### src/rtl/lsu_pkg.sv
// rtl/lsu_pkg.sv - shared widths, size encodings and FSM states for the load/store unit
package lsu_pkg;

   localparam int XLEN = 32;

   localparam logic [1:0] SIZE_B = 2'b00;
   localparam logic [1:0] SIZE_H = 2'b01;
   localparam logic [1:0] SIZE_W = 2'b10;

   typedef enum logic [2:0] {
      IDLE,
      LOAD,
      STORE,
      RMW_READ,
      RMW_WRITE,
      RESP
   } lsu_state_t;

   // Reserved size counts as an error alongside natural-alignment violations.
   function automatic logic access_error(input logic [1:0] size, input logic [1:0] offset);
      case (size)
         SIZE_B:  access_error = 1'b0;
         SIZE_H:  access_error = offset[0];
         SIZE_W:  access_error = (offset != 2'b00);
         default: access_error = 1'b1;
      endcase
   endfunction

endpackage

### src/rtl/lsu_lane_align.sv
// rtl/lsu_lane_align.sv - little-endian lane extraction/extension for loads and lane merge for sub-word stores
module lsu_lane_align
   import lsu_pkg::*;
#(
   parameter int W = lsu_pkg::XLEN
) (
   input  logic [1:0]   size,
   input  logic         is_unsigned,
   input  logic [1:0]   offset,
   input  logic [W-1:0] rdata,
   output logic [W-1:0] load_data,
   input  logic [W-1:0] old_word,
   input  logic [W-1:0] store_data,
   output logic [W-1:0] merged
);

   logic [7:0]  byte_lane;
   logic [15:0] half_lane;

   always_comb begin
      byte_lane = rdata[{offset, 3'b000} +: 8];
      half_lane = rdata[{offset[1], 4'b0000} +: 16];
      case (size)
         SIZE_B:  load_data = {{(W-8){~is_unsigned & byte_lane[7]}}, byte_lane};
         SIZE_H:  load_data = {{(W-16){~is_unsigned & half_lane[15]}}, half_lane};
         default: load_data = rdata;
      endcase
   end

   always_comb begin
      merged = old_word;
      case (size)
         SIZE_B:  merged[{offset, 3'b000} +: 8]    = store_data[7:0];
         SIZE_H:  merged[{offset[1], 4'b0000} +: 16] = store_data[15:0];
         default: merged = store_data;
      endcase
   end

endmodule

### src/rtl/load_store_unit.sv
// rtl/load_store_unit.sv - request FSM driving a word-addressed data memory for byte/half/word loads and stores
module load_store_unit
   import lsu_pkg::*;
#(
   parameter int XLEN = lsu_pkg::XLEN
) (
   input  logic            clk,
   input  logic            rst_n,
   input  logic            req_valid,
   output logic            req_ready,
   input  logic            req_we,
   input  logic [1:0]      req_size,
   input  logic            req_unsigned,
   input  logic [XLEN-1:0] req_addr,
   input  logic [XLEN-1:0] req_wdata,
   output logic            rsp_valid,
   output logic [XLEN-1:0] rsp_rdata,
   output logic            rsp_err,
   output logic [XLEN-1:0] mem_addr,
   output logic [XLEN-1:0] mem_wdata,
   output logic            mem_we,
   input  logic [XLEN-1:0] mem_rdata
);

   lsu_state_t      state, next_state;
   logic            accept;
   logic [1:0]      size_q;
   logic            uns_q;
   logic [XLEN-1:0] addr_q;
   logic [XLEN-1:0] wdata_q;
   logic [XLEN-1:0] merge_q;
   logic [XLEN-1:0] load_data;
   logic [XLEN-1:0] merged;

   lsu_lane_align #(.W(XLEN)) u_align (
      .size        (size_q),
      .is_unsigned (uns_q),
      .offset      (addr_q[1:0]),
      .rdata       (mem_rdata),
      .load_data   (load_data),
      .old_word    (merge_q),
      .store_data  (wdata_q),
      .merged      (merged)
   );

   // Address register is only reloaded on acceptance, so it holds between requests.
   assign mem_addr = {addr_q[XLEN-1:2], 2'b00};

   always_ff @(posedge clk or negedge rst_n) begin
      if (!rst_n) begin
         state <= IDLE;
      end else begin
         state <= next_state;
      end
   end

   always_comb begin
      next_state = state;
      mem_we     = 1'b0;
      mem_wdata  = '0;
      rsp_valid  = 1'b0;
      req_ready  = (state == IDLE) && rst_n;
      accept     = 1'b0;
      case (state)
         IDLE: begin
            if (req_valid && rst_n) begin
               accept = 1'b1;
               if (access_error(req_size, req_addr[1:0])) begin
                  next_state = RESP;
               end else if (!req_we) begin
                  next_state = LOAD;
               end else if (req_size == SIZE_W) begin
                  next_state = STORE;
               end else begin
                  next_state = RMW_READ;
               end
            end
         end
         LOAD:     next_state = RESP;
         STORE: begin
            mem_we     = 1'b1;
            mem_wdata  = wdata_q;
            next_state = RESP;
         end
         RMW_READ: next_state = RMW_WRITE;
         RMW_WRITE: begin
            mem_we     = 1'b1;
            mem_wdata  = merged;
            next_state = RESP;
         end
         RESP: begin
            rsp_valid  = 1'b1;
            next_state = IDLE;
         end
         default:  next_state = IDLE;
      endcase
   end

   always_ff @(posedge clk or negedge rst_n) begin
      if (!rst_n) begin
         size_q    <= SIZE_B;
         uns_q     <= 1'b0;
         addr_q    <= '0;
         wdata_q   <= '0;
         merge_q   <= '0;
         rsp_rdata <= '0;
         rsp_err   <= 1'b0;
      end else begin
         if (accept) begin
            size_q    <= req_size;
            uns_q     <= req_unsigned;
            addr_q    <= req_addr;
            wdata_q   <= req_wdata;
            rsp_rdata <= '0;
            rsp_err   <= access_error(req_size, req_addr[1:0]);
         end
         if (state == LOAD) begin
            rsp_rdata <= load_data;
         end
         if (state == RMW_READ) begin
            merge_q <= mem_rdata;
         end
      end
   end

endmodule

### config.mk
export PLATFORM = sky130hd
export DESIGN_NAME = load_store_unit
export DESIGN_NICKNAME = d
export VERILOG_FILES = /design/src/rtl/lsu_pkg.sv /design/src/rtl/lsu_lane_align.sv /design/src/rtl/load_store_unit.sv
export SDC_FILE = /design/constraint.sdc
export NUM_CORES = 1
export LEC_CHECK = 0
export ABC_CLOCK_PERIOD_IN_PS = 2860
export CELL_PAD_IN_SITES_DETAIL_PLACEMENT = 0
export CELL_PAD_IN_SITES_GLOBAL_PLACEMENT = 1
export CORE_ASPECT_RATIO = 1.1
export CORE_MARGIN = 1.5
export CORE_UTILIZATION = 33
export DETAILED_ROUTE_END_ITERATION = 8
export PLACE_DENSITY = 0.75
export SLEW_MARGIN = 20
export SYNTH_ARGS = -nofsm -noshare
export SYNTH_HDL_FRONTEND = slang
export SYNTH_SLANG_ARGS = --single-unit
### constraint.sdc
create_clock -name clk -period 2.86 [get_ports clk]
set_input_delay 0.572 -clock clk [delete_from_list [all_inputs] [get_ports clk]]
set_output_delay 0.572 -clock clk [all_outputs]
set_load 0.02 [all_outputs]
==> results.md, run 1 <==
- The via density per instance is 5.06.
- The internal portion of total power is between 7 and 8 mW.
- The H-tree was split into 4 levels.
- The number of antenna violations at the first check in global routing was 0.
- At the pin with the least slew margin, the transition time is 1.12 ns.
- The max-slew violation count is 0.
- The number of violations of the max-capacitance limit is 0.
- The synthesized design devotes to its leading area cell type a little under half of total area.
- The run finished, with violations left.
- The worst-case setup margin in the final layout is -0.000624 ns.
- The arrival time reported for the critical path endpoint is 2.29 ns.
- The classification of the worst-slack hold path is input port to async pin.
- The post-route antenna net violation count is 0.
- The critical path startpoint category is a register.
- The switching share of power is 39.9%.
- The final-stage net count is ~1000.
- The leakage component of the power is 4.56 nW.
- The worst endpoint required time is between 2 and 2.5 ns.
- The clock latency reported for the late side of the worst-skew pair is approximately 0.43 ns.
- Detailed placement ended at an HPWL of 16.9 mm.
- The cell type with the highest aggregate area in the netlist is sky130_fd_sc_hd__dfrtp_1.
- For this run, the slowest stage of the critical path takes roughly 0.4 ns.
- The kind of end point of the critical path is an output pin.
- The main flop type after synthesis is sky130_fd_sc_hd__dfrtp_1.
- Walking the worst path, the cells encountered are or3b_4, buf_8, or3_4, buf_6, nor2_1, a221o_1, buf_6.
- Yosys instantiated no cell more often than sky130_fd_sc_hd__nand2_1.
- In the final routed layout, each cell accounts on average for between 15 and 20 um.
- The count of yosys warnings during synthesis is 0.
- The number of setup violations in the final report is 1.
- In this run, post-CTS hold repair placed 0 buffers.
- The row count is 55.
- The launch point of the worst reg-to-reg path is state[1].
- The antenna cell count is 0.
- The footprint of the flip-flops and latches is 3380 um2.
- The checks that failed: setup timing.
- Measured against its own limit, the worst slew margin works out to 24.9%.
- From synthesis to final layout, the design area changed by 43.2%.
- The mean instance size in the synthesized netlist is approximately 9.6 um2.
- The initial DRC count is roughly 330.
- Detailed routing inserted a total of 6175 vias.
- The slowest stage cell on the critical path is sky130_fd_sc_hd__or3b_4.
- The routed wire length is 23.1 mm.
- The floorplan step set the die width to about 140 um.
- The worst setup slack after placement is -0.206 ns.
- The final critical-path share of the clock period is 100%.
- The combinational fraction of design power is roughly half.
- The worst hold slack across all endpoints is 0.200 ns.
- The number of cells on the worst reg-to-reg path is 6.
- For this run, the total global-route usage over all layers was measured as 21.3%.
- The initial utilization of the core area, before any placement, comes to 34.0%.
- Summing all multi-input logic gate instances after layout gives 3320 um2.
- The floorplan step defined a core boundary enclosing 20800 um2.
- Clock-pin slew was measured on the worst setup and hold paths at 0.06 ns.
- The worst vdd rail ir drop is approximately 0.00058 V.
- Sorting the synthesized cells by how often they occur yields 202 x sky130_fd_sc_hd__nand2_1, 135 x sky130_fd_sc_hd__dfrtp_1, 41 x sky130_fd_sc_hd__o21ai_0.
- The die extent in y is 156 um.
- The netlist uses 52 different library cells.
- In the routed design, unresolved DRC markers number 0.
- The worst clock skew on the final layout is 0.00919 ns.
- The final hold violation count is 0.
- The first global-routing pass estimated 35.9 mm of wire.
- Entering global routing, the biggest net connects 64 pins.
- TritonCTS built the clock tree.
- The worst register-to-register path ends at rsp_rdata[31].
- The net switching power of the design is 4.68 mW.
- Sequential cells were found to cover 47.9% of the synthesized design area.
- The clock group share of total power is a little over a fifth.
- The first-pass detailed-route iteration total is 5.
- Of all nets on the critical path, the largest fanout is 8.
- The register-to-register setup slack is 0.77 ns.
- The fraction of layout cells with a size suffix above 1 is 21.0%.
- The global-route congestion overflow total is 0.
- For the finished layout, the period the worst path requires is 2.86 ns.
- Setup repair after global routing could not meet its margin everywhere.
- Static timing analysis puts the maximum clock frequency at 350 MHz.
- The count of port buffers added during placement is 200.
- The number of clock buffers added by TritonCTS is 17.
- The filler cells instantiated in the layout total 1984.
- Counting every instance in the synthesized netlist gives 739.
- For this run, asynchronously set or reset flops after synthesis account for 100%.
- The number of flops mapped to enable cells by yosys is 0.
- The number of storage elements in the synthesis netlist is ~140.
- The final weighted congestion in routability-driven placement is 0.886.
- The maximum root-to-sink buffer count is 2.
- Setup total negative slack on the finished layout was measured at -0.000624 ns.
- The cell repeated most along the worst path is sky130_fd_sc_hd__buf_6.
- The number of sinks driven by the clock tree is about 140.
- The via count of the first global-routing pass is 6224.
- The root buffer cell chosen for the clock tree is sky130_fd_sc_hd__clkbuf_16.
- The share of power burned in registers is 29.3%.
- The number of top-level pins is between 200 and 250.
- The die covers 22300 um2.
- The setup path with the least slack is of type register to output pin.
- The mapped netlist covers 7060 um2.
- By area the synthesized netlist is led by sky130_fd_sc_hd__dfrtp_1 48%, sky130_fd_sc_hd__nand2_1 11%, sky130_fd_sc_hd__mux2_2 5.3%, sky130_fd_sc_hd__a221o_1 3.4%, sky130_fd_sc_hd__mux2i_1 3.4%.
- The power density normalized to cell area is 1160 nW/um2.
## registers in the layout, indices dropped and copies added (netlist names)
name / flops
addr_q: 32
merge_q: 32
rsp_err: 1
rsp_rdata: 32
size_q: 2
state: 3
uns_q: 1
wdata_q: 32
## cell usage in the layout, fill, tap and decap left out, drive strengths merged, types with 5 or more instances in the layout
cell and instances:
clkbuf 19, nand2 202, buf 76, a221oi 8, a21oi 14, a2111oi 10
mux2i 24, nor2 19, o32ai 8, ha 5, nand3 15, a22o 17
a21o 9, mux2 33, nor3 10, clkdlybuf4s50 166, o31a 7, clkinv 6
dfrtp 135, a221o 40, and2 10, o21ai 42, bufinv 5, inv 18
## routing by layer
| metal | up-vias | routed length (um) | track usage, % |
|---|---|---|---|
| li1 | 2943 | - | - |
| met1 | 2996 | 10000 | 27.5 |
| met2 | 212 | 11200 | 35.8 |
| met3 | 24 | 1460 | 4.71 |
| met4 | 0 | 418 | 6.33 |
| met5 | - | 0 | 0 |
## how the worst max path moves through the flow
stage                          from             to  slack (ns)
final                      state[0]  mem_wdata[16]     -0.0006
after global routing       state[1]   mem_wdata[0]       -0.08
after CTS                 addr_q[0]   mem_wdata[0]      -0.002
after detailed placement  addr_q[0]   mem_wdata[3]       -0.21
after global placement    addr_q[0]   mem_wdata[1]       -0.14
after floorplan           addr_q[1]  mem_wdata[16]        0.03
## through the flow
| stage | area (um2) | power [mW] | instances | utilization, % |
|---|---|---|---|---|
| global placement | 9300 | 9.01 | 1184 | 44.8 |
| global route | 10100 | 12.4 | 1220 | 48.6 |
| detailed placement | 9300 | 9.05 | 1184 | 44.8 |
| finish | 10100 | 11.7 | 1220 | 48.6 |
| CTS | 9900 | 11.5 | 1219 | 47.7 |
| floorplan | 7070 | 6.78 | 740 | - |
## layout make-up
cell class | count | area share [%]
clock buffer | 17 | 4.21
tap | 285 | 3.53
clock inverter | 15 | 2.23
inverter | 17 | 0.644
timing repair buffer | 245 | 23.2
sequential | 135 | 33.4
multi-input combinational | 506 | 32.8
## cells by family after synthesis
group	synth area share, %
AO/OA/AOI/OAI	18.0
other	0.0531
multiplexers	8.67
buffers and inverters	7.39
AND/OR/NAND/NOR	17.1
flip-flops	47.9
adder cells (fa/ha/maj)	0.886
## worst max-delay path, delay by kind of cell (launching register included)
family                 cells  cell delay [ns]
AOI/OAI and AO/OA          1             0.18
buffers and inverters      3             0.44
DFF                        1             0.37
and+or+nand+nor            3             0.87
## power by group through the flow
stage / clock, mW / sequential, mW / combinational, mW
floorplan: 0 / 3.46 / 3.32
global placement: 0 / 3.44 / 5.57
detailed placement: 0 / 3.45 / 5.61
CTS: 2.48 / 3.43 / 5.58
global route: 2.56 / 3.54 / 6.34
finish: 2.43 / 3.43 / 5.86
## what timing repair did
item,4_1_cts,5_1_grt
hold endpoints to repair,0,0
setup buffers,3,1
endpoints found under the setup margin,32,33
pin swaps,3,5
gates resized for setup,151,70
gates cloned,1,0
Power figures use the tool's default switching activity.
==> inputs of run 2 (changes only) <==
--- a/config.mk
+++ b/config.mk
@@ -17,3 +17,4 @@
 export SYNTH_ARGS = -nofsm -noshare
 export SYNTH_HDL_FRONTEND = slang
 export SYNTH_SLANG_ARGS = --single-unit
+export TNS_END_PERCENT = 10
==> run 2 against run 1 <==
Against the previous run: the run still ends with setup timing left; sequential cell count is the same; first-iteration DRC count grew 26%; maximum frequency shrank 0.36%; count of clock-buffer cells in the layout is the same; sequential share of layout area grew 0.21 points; routed wire length shrank 0.45%; sequential power is essentially flat; final cell count is the same; utilization shrank 0.31 points; worst hold slack lost 0.00095 ns; clock skew is essentially flat; largest cell class unchanged.
==> results.md, run 2 (synthesized netlist as in run 1, its figures left out) <==
- The clock transition at the registers of the reported paths came to 0.06 ns (about the same).
- The global-route congestion overflow total is 0 (unchanged).
- The worst clock skew on the final layout is 0.00894 ns (-0.000246 ns).
- The arrival time reported for the critical path endpoint is 2.30 ns (about the same).
- CTS placed an instance of sky130_fd_sc_hd__clkbuf_16 at the clock tree root.
- The post-route antenna net violation count is 0 (unchanged).
- The gate family responsible for the most delay along the worst path is compound AO/OA/AOI/OAI gates.
- The cell area reported after detailed placement came to 9300 um2 (unchanged).
- The die footprint is 22300 um2 (unchanged).
- The register-to-register setup slack is 0.80 ns (+0.03 ns).
- The achievable clock frequency is 348 MHz (-0.36%).
- The kind of end point of the critical path is an output pin.
- Setup repair after global routing could not meet its margin everywhere.
- The number of antenna violations at the first check in global routing is 0 (unchanged).
- The final design area excluding fillers is 10000 um2 (-0.63%).
- The switching share of power is 39.8% (-0.16 points).
- The final-stage net count is 1030 (unchanged).
- The number of violations of the max-capacitance limit is 0 (unchanged).
- The via count of the first global-routing pass is 6208 (-0.26%).
- Compared with the post-synthesis result, the final layout area differs by 42.3%.
- The row count came to 55 (unchanged).
- The slew at the pin closest to its max-slew limit came to 1.08 ns (-0.0457 ns).
- The maximum level of the CTS H-tree is 4 (unchanged).
- The final critical-path share of the clock period came to 100% (+0.36 points).
- The final reports fail on setup timing.
- The via density per instance was 5.06 (about the same).
- The first-pass detailed-route iteration total is 5 (unchanged).
- The clock latency reported for the late side of the worst-skew pair came to 0.43 ns (about the same).
- The initial DRC count was 408 (+26%).
- The top fanout value on the critical path is 8 (unchanged).
- The leading cell type in the layout, fill and taps excluded is sky130_fd_sc_hd__nand2_1.
- The global-route usage over all layers was 21.2% (-0.099 points).
- The number of top-level pins is 203 (unchanged).
- The maximum root-to-sink buffer count is 2 (unchanged).
- The fraction of layout cells with a size suffix above 1 was 20.1% (-0.86 points).
- The number of setup violations in the final report was 1 (unchanged).
- The slowest stage of the critical path belongs to the cell sky130_fd_sc_hd__dfrtp_1.
- In the layout the commonest cells are 202 x sky130_fd_sc_hd__nand2_1, 166 x sky130_fd_sc_hd__clkdlybuf4s50_1, 135 x sky130_fd_sc_hd__dfrtp_1.
- The maximum number of pins on one net before global-route repair came to 64 (unchanged).
- The die span in x is 142 um (unchanged).
- The largest incremental delay on the critical path is 0.39 ns (-0.02 ns).
- The first-pass GRT wire length is 35.8 mm (-0.36%).
- The total instance count after detailed placement came to 1184 (unchanged).
- The minimum clock period was 2.87 ns (+0.0103 ns).
- The post-detailed-route DRC marker count came to 0 (unchanged).
- The final standard cell utilization of the core came to 48.3% (-0.31 points).
- The combined buffer and inverter count along the critical path is 3 (unchanged).
- The starting utilization of the core area is 34.0% (unchanged).
- The combinational fraction of design power was 49.5% (-0.5 points).
- The worst vdd rail ir drop is 0.000571 V (-1.1%).
- The clock group share of total power is 20.9% (about the same).
- The count of port buffers added during placement came to 200 (unchanged).
- The worst-case setup margin in the final layout was -0.0109 ns (-0.0103 ns).
- The max-slew violation count is 0 (unchanged).
- The final hold violation count is 0 (unchanged).
- The number of sinks driven by the clock tree is 135 (unchanged).
- The worst setup slack after placement is -0.206 ns (unchanged).
- The detailed-route via count was 6174 (-0.016%).
- The floorplan core area is 20800 um2 (unchanged).
- The die extent in y came to 156 um (unchanged).
- The run finished, with violations left.
- The HPWL after detailed placement is 16.9 mm (unchanged).
- The share of power burned in registers came to 29.6% (+0.3 points).
- The worst endpoint required time is 2.29 ns (about the same).
- The average wire length per cell after detail routing is 18.8 um (-0.45%).
- The critical path start-end classification is register to output pin.
- The internal portion of total power came to 6.99 mW (-0.75%).
- The headroom to the max-slew limit is 28.0% (+3.1 points).
- The number of CTS-inserted buffers came to 17 (unchanged).
- The clock tree from TritonCTS is done.
- The net switching power of the design is 4.61 mW (-1.4%).
- The leakage component of the power came to 4.55 nW (-0.21%).
- The power after layout is 11.6 mW (-1.0%).
- The tightest min-delay check is of the input port to async pin type.
- The routed wire length is 22.9 mm (-0.45%).
- The signal on the critical path passes through inv_2, ha_4, nor3b_2, and3_1, buf_6, a22o_1, a221o_1, buf_2.
- STA classifies the critical path startpoint as a register.
- The final non-filler cell total is 1220 (unchanged).
- The hold buffer count at CTS is 0 (unchanged).
- The final weighted congestion in routability-driven placement was 0.886 (unchanged).
- The antenna cell count is 0 (unchanged).
- The power density normalized to cell area is 1160 nW/um2 (-0.38%).
-- run 2: cell types whose count changed in the layout (fill, tap and decap cells not counted), sizes merged --
cell	previous run	this run
inv	18	19
buf	76	77
clkinv	6	5
clkbuf	19	17
clkdlybuf4s15	0	1
-- run 2: cell type report --
| type | instances | area, um2 |
|---|---|---|
| fill | 1989 | 10700 |
| clock inverter | 15 | 225 |
| multi-input combinational | 506 | 3250 |
| timing repair buffer | 245 | 2340 |
| inverter | 17 | 66.3 |
| sequential | 135 | 3380 |
| clock buffer | 17 | 425 |
| tap | 285 | 357 |
-- run 2: layer usage --
layer  wire, um  GRT usage, %  vias to the layer above
met2      11100          35.5                      251
met5          0             0                        -
li1           -             -                     2942
met1       9800          27.3                     2954
met4        435          6.87                        0
met3       1640          4.71                       27
-- run 2: repair_timing --
item | 4_1_cts | 5_1_grt
setup endpoints to repair | 32 | 33
hold endpoints to repair | 0 | 0
gates resized for setup | 160 | 43
buffers inserted | 0 | 3
pin swaps | 3 | 6
gates cloned | 0 | 1
-- run 2: path summary, 6_finish.rpt --
| check | from | end | cells after the start |
|---|---|---|---|
| worst min register to register | addr_q[11] | addr_q[11] | 2 |
| worst max register to register | state[1] | rsp_rdata[31] | 6 |
| worst max-delay path | addr_q[1] | mem_wdata[23] | 8 |
| worst min-delay path | rst_n | addr_q[3] | 2 |
| min in group clk | addr_q[11] | addr_q[11] | 2 |
| max in group asynchronous | rst_n | merge_q[9] | 3 |
-- run 2: worst reg2reg max path: stages, from the launching register on --
cell	delay, ns
sky130_fd_sc_hd__dfrtp_1	0.38
sky130_fd_sc_hd__buf_4	0.17
sky130_fd_sc_hd__nor2_1	0.09
sky130_fd_sc_hd__nand2_1	0.06
sky130_fd_sc_hd__buf_4	0.18
sky130_fd_sc_hd__nor2_1	0.82
sky130_fd_sc_hd__a221o_2	0.31
-- run 2: through the flow --
stage	hold WS (ns)	TNS, ns
3_3_place_gp	0.457	-2.18
3_5_place_dp	0.461	-3.54
6_report	0.199	-0.0109
2_1_floorplan	0.276	0
4_1_cts	0.206	-0.450
5_1_grt	0.223	-0.982
-- run 2: power by group through the flow --
stage          combinational, mW  sequential, mW  clock (mW)
2_1_floorplan               3.32            3.46           0
3_3_place_gp                5.57            3.44           0
3_5_place_dp                5.61            3.45           0
4_1_cts                     5.59            3.43        2.48
5_1_grt                     6.23            3.53        2.56
6_report                    5.74            3.43        2.43
==> inputs of run 3 (changes only) <==
--- a/config.mk
+++ b/config.mk
@@ -9,7 +9,7 @@
 export CELL_PAD_IN_SITES_DETAIL_PLACEMENT = 0
 export CELL_PAD_IN_SITES_GLOBAL_PLACEMENT = 1
 export CORE_ASPECT_RATIO = 1.1
-export CORE_MARGIN = 1.5
+export CORE_MARGIN = 5
 export CORE_UTILIZATION = 33
 export DETAILED_ROUTE_END_ITERATION = 8
 export PLACE_DENSITY = 0.75
==> constraint.sdc (replaced) <==
create_clock -name clk -period 2.86 [get_ports clk]
set_input_delay 0.286 -clock clk [delete_from_list [all_inputs] [get_ports clk]]
set_output_delay 0.286 -clock clk [all_outputs]
set_load 0.02 [all_outputs]
==> run 3 against run 2 <==
Against the previous run: sequential share of layout area is 0.93 points higher; clock skew is 0.0012 ns lower; via count is 1.9% lower; total power is 4.8% lower; critical endpoint is now mem_wdata[17]; routed wire length is 2.2% higher; maximum frequency is 1.8% higher; cell area is 2.7% lower; the flow now finishes without violations.
==> results.md, run 3 (synthesized netlist as in run 1, its figures left out) <==
- The cell area reported after detailed placement is 9260 um2 (-0.42%).
- The minimum clock period is 2.82 ns (-0.0517 ns).
- The detailed-route via count is 6058 (-1.9%).
- The footprint of the flip-flops and latches came to 3380 um2 (unchanged).
- The worst endpoint required time is 2.57 ns (+0.28 ns).
- The area growth from synthesis to layout is 38.5%.
- The final-stage net count is 1019 (-1.1%).
- The worst register-to-register path begins at size_q[1].
- The area taken by multi-input logic gates was 3200 um2 (-1.7%).
- The via density per instance is 4.99 (-1.4%).
- The critical path startpoint category is a register.
- Leaving out fill and tap cells, the most frequent cells in the layout are 202 x sky130_fd_sc_hd__nand2_1, 167 x sky130_fd_sc_hd__clkdlybuf4s50_1, 135 x sky130_fd_sc_hd__dfrtp_1.
- The final weighted congestion in routability-driven placement is 0.890 (+0.40%).
- The clock latency reported for the late side of the worst-skew pair came to 0.42 ns (about the same).
- The count of port buffers added during placement is 200 (unchanged).
- The final hold violation count is 0 (unchanged).
- The average wire length per cell after detail routing is 19.3 um (+2.7%).
- The headroom to the max-slew limit was 38.9% (+11 points).
- The max-slew violation count is 0 (unchanged).
- The worst clock skew on the final layout came to 0.00779 ns (-0.00115 ns).
- The row count is 56 (+1.8%).
- The flow ran to the end, and the final reports show no timing, DRC or antenna violations.
- The clock transition at the registers of the reported paths is 0.06 ns (about the same).
- The number of violations of the max-capacitance limit came to 0 (unchanged).
- The final critical-path share of the clock period was 98.6% (-1.8 points).
- The post-detailed-route DRC marker count is 0 (unchanged).
- The worst vdd rail ir drop is 0.000443 V (-22%).
- The combined buffer and inverter count along the critical path is 3 (unchanged).
- The CTS root buffer is sky130_fd_sc_hd__clkbuf_16.
- The slew at the pin closest to its max-slew limit is 0.916 ns (-0.160 ns).
- The number of CTS-inserted buffers is 17 (unchanged).
- The worst-case setup margin in the final layout was 0.0407 ns (+0.0517 ns).
- The antenna cell count came to 0 (unchanged).
- The global-route usage over all layers is 19.3% (-1.9 points).
- The final standard cell utilization of the core was 46.0% (-2.3 points).
- The worst setup slack after placement is 0.109 ns (+0.315 ns).
- The leading cell type in the layout, fill and taps excluded is sky130_fd_sc_hd__nand2_1.
- The number of setup violations in the final report is 0 (-1).
- The floorplan core area came to 21200 um2 (+2.2%).
- The number of buffers inserted to repair setup after CTS is 0 (unchanged).
- The classification of the worst-slack hold path is input port to async pin.
- The initial DRC count is 464 (+14%).
- The routed wire length is 23.4 mm (+2.2%).
- The die span in x is 149 um (+4.9%).
- The HPWL after detailed placement was 17.5 mm (+3.6%).
- The number of inserted filler cells in the final layout is 2055 (+3.3%).
- The via count of the first global-routing pass is 6177 (-0.50%).
- The achievable clock frequency is 355 MHz (+1.8%).
- The maximum root-to-sink buffer count was 2 (unchanged).
- The number of top-level pins is 203 (unchanged).
- The global-route congestion overflow total is 0 (unchanged).
- The first-pass GRT wire length is 36.1 mm (+1.1%).
- The fraction of layout cells with a size suffix above 1 is 16.3% (-3.8 points).
- The worst setup path is captured at an output pin.
- Traced cell by cell, the critical path runs through clkinv_2, ha_1, nor3b_2, and3_1, buf_12, a22o_1, a221o_1, clkdlybuf4s15_2.
- The number of sinks driven by the clock tree is 135 (unchanged).
- The power density normalized to cell area is 1130 nW/um2 (-2.1%).
- The largest incremental delay on the critical path is 0.36 ns (-0.03 ns).
- The critical path is of the register to output pin type.
- The top fanout value on the critical path is 8 (unchanged).
- The most critical setup path has its startpoint at addr_q[0].
- The starting utilization of the core area came to 33.2% (-0.72 points).
- The leakage component of the power is 4.46 nW (-2.1%).
- The die footprint is 24400 um2 (+9.6%).
- The final design area excluding fillers is 9770 um2 (-2.7%).
- The arrival time reported for the critical path endpoint came to 2.53 ns (+0.23 ns).
- The post-route antenna net violation count is 0 (unchanged).
- TritonCTS built the clock tree.
- The kind of cell with the highest combined delay along the critical path is compound AO/OA/AOI/OAI gates.
- For this design, the slowest cell found on the critical path is sky130_fd_sc_hd__dfrtp_1.
- The first-pass detailed-route iteration total is 5 (unchanged).
- The maximum number of pins on one net before global-route repair came to 71 (+11%).
- The number of antenna violations at the first check in global routing came to 0 (unchanged).
- The maximum level of the CTS H-tree is 4 (unchanged).
- The die extent in y is 163 um (+4.5%).
- Setup repair after global routing could not meet its margin everywhere.
-- run 3: cell types whose count changed in the layout (fill, tap and decap cells not counted), moves of 9 or more --
cell / previous run / this run
sky130_fd_sc_hd__clkbuf_2: 0 / 18
sky130_fd_sc_hd__buf_6: 18 / 1
sky130_fd_sc_hd__buf_4: 46 / 31
sky130_fd_sc_hd__buf_2: 10 / 1
sky130_fd_sc_hd__dlygate4sd2_1: 0 / 9
-- run 3: worst paths after layout --
path / end / slack [ns] / cells after the start
setup / recovery: mem_wdata[17] / 0.04 / 8
hold / removal: rsp_err / 0.32 / 2
setup reg to reg: rsp_rdata[16] / 0.76 / 6
hold reg to reg: addr_q[25] / 0.47 / 2
max in group asynchronous: wdata_q[21] / 1.44 / 3
min in group clk: addr_q[12] / 0.39 / 3
-- run 3: metrics by stage --
stage | TNS, ns | hold slack, ns | std cells | power (mW)
after floorplan | 0 | -0.00959 | 740 | 6.77
after global placement | 0 | 0.0940 | 1181 | 8.99
after detailed placement | 0 | 0.0956 | 1181 | 9.02
after CTS | 0 | 0.287 | 1214 | 11.1
after global routing | -0.227 | 0.298 | 1214 | 11.7
final | 0 | 0.318 | 1214 | 11.0
-- run 3: area by class of cell --
cell class,count,share of cell area (%)
Sequential cell,135,34.6
Multi-Input combinational cell,506,32.7
Timing Repair Buffer,234,22.3
Clock buffer,18,4.49
Tap cell,290,3.71
Clock inverter,14,1.50
Inverter,17,0.666
-- run 3: power breakdown --
part           switching, mW  internal [mW]
Combinational           2.98           2.45
Clock                  0.882           1.31
Sequential             0.697           2.73
Total                   4.56           6.49
-- run 3: per-layer routing --
layer  wire [um]  GRT usage, %
met5           0             0
met1       10100          25.8
met2       11400          31.5
met3        1650          4.72
met4         331          5.37
-- run 3: what timing repair did --
action / 4_1_cts / 5_1_grt
endpoints found under the setup margin: 32 / 28
hold buffers: 1 / 0
endpoints found under the hold margin: 1 / 0
resized for setup: 44 / 37
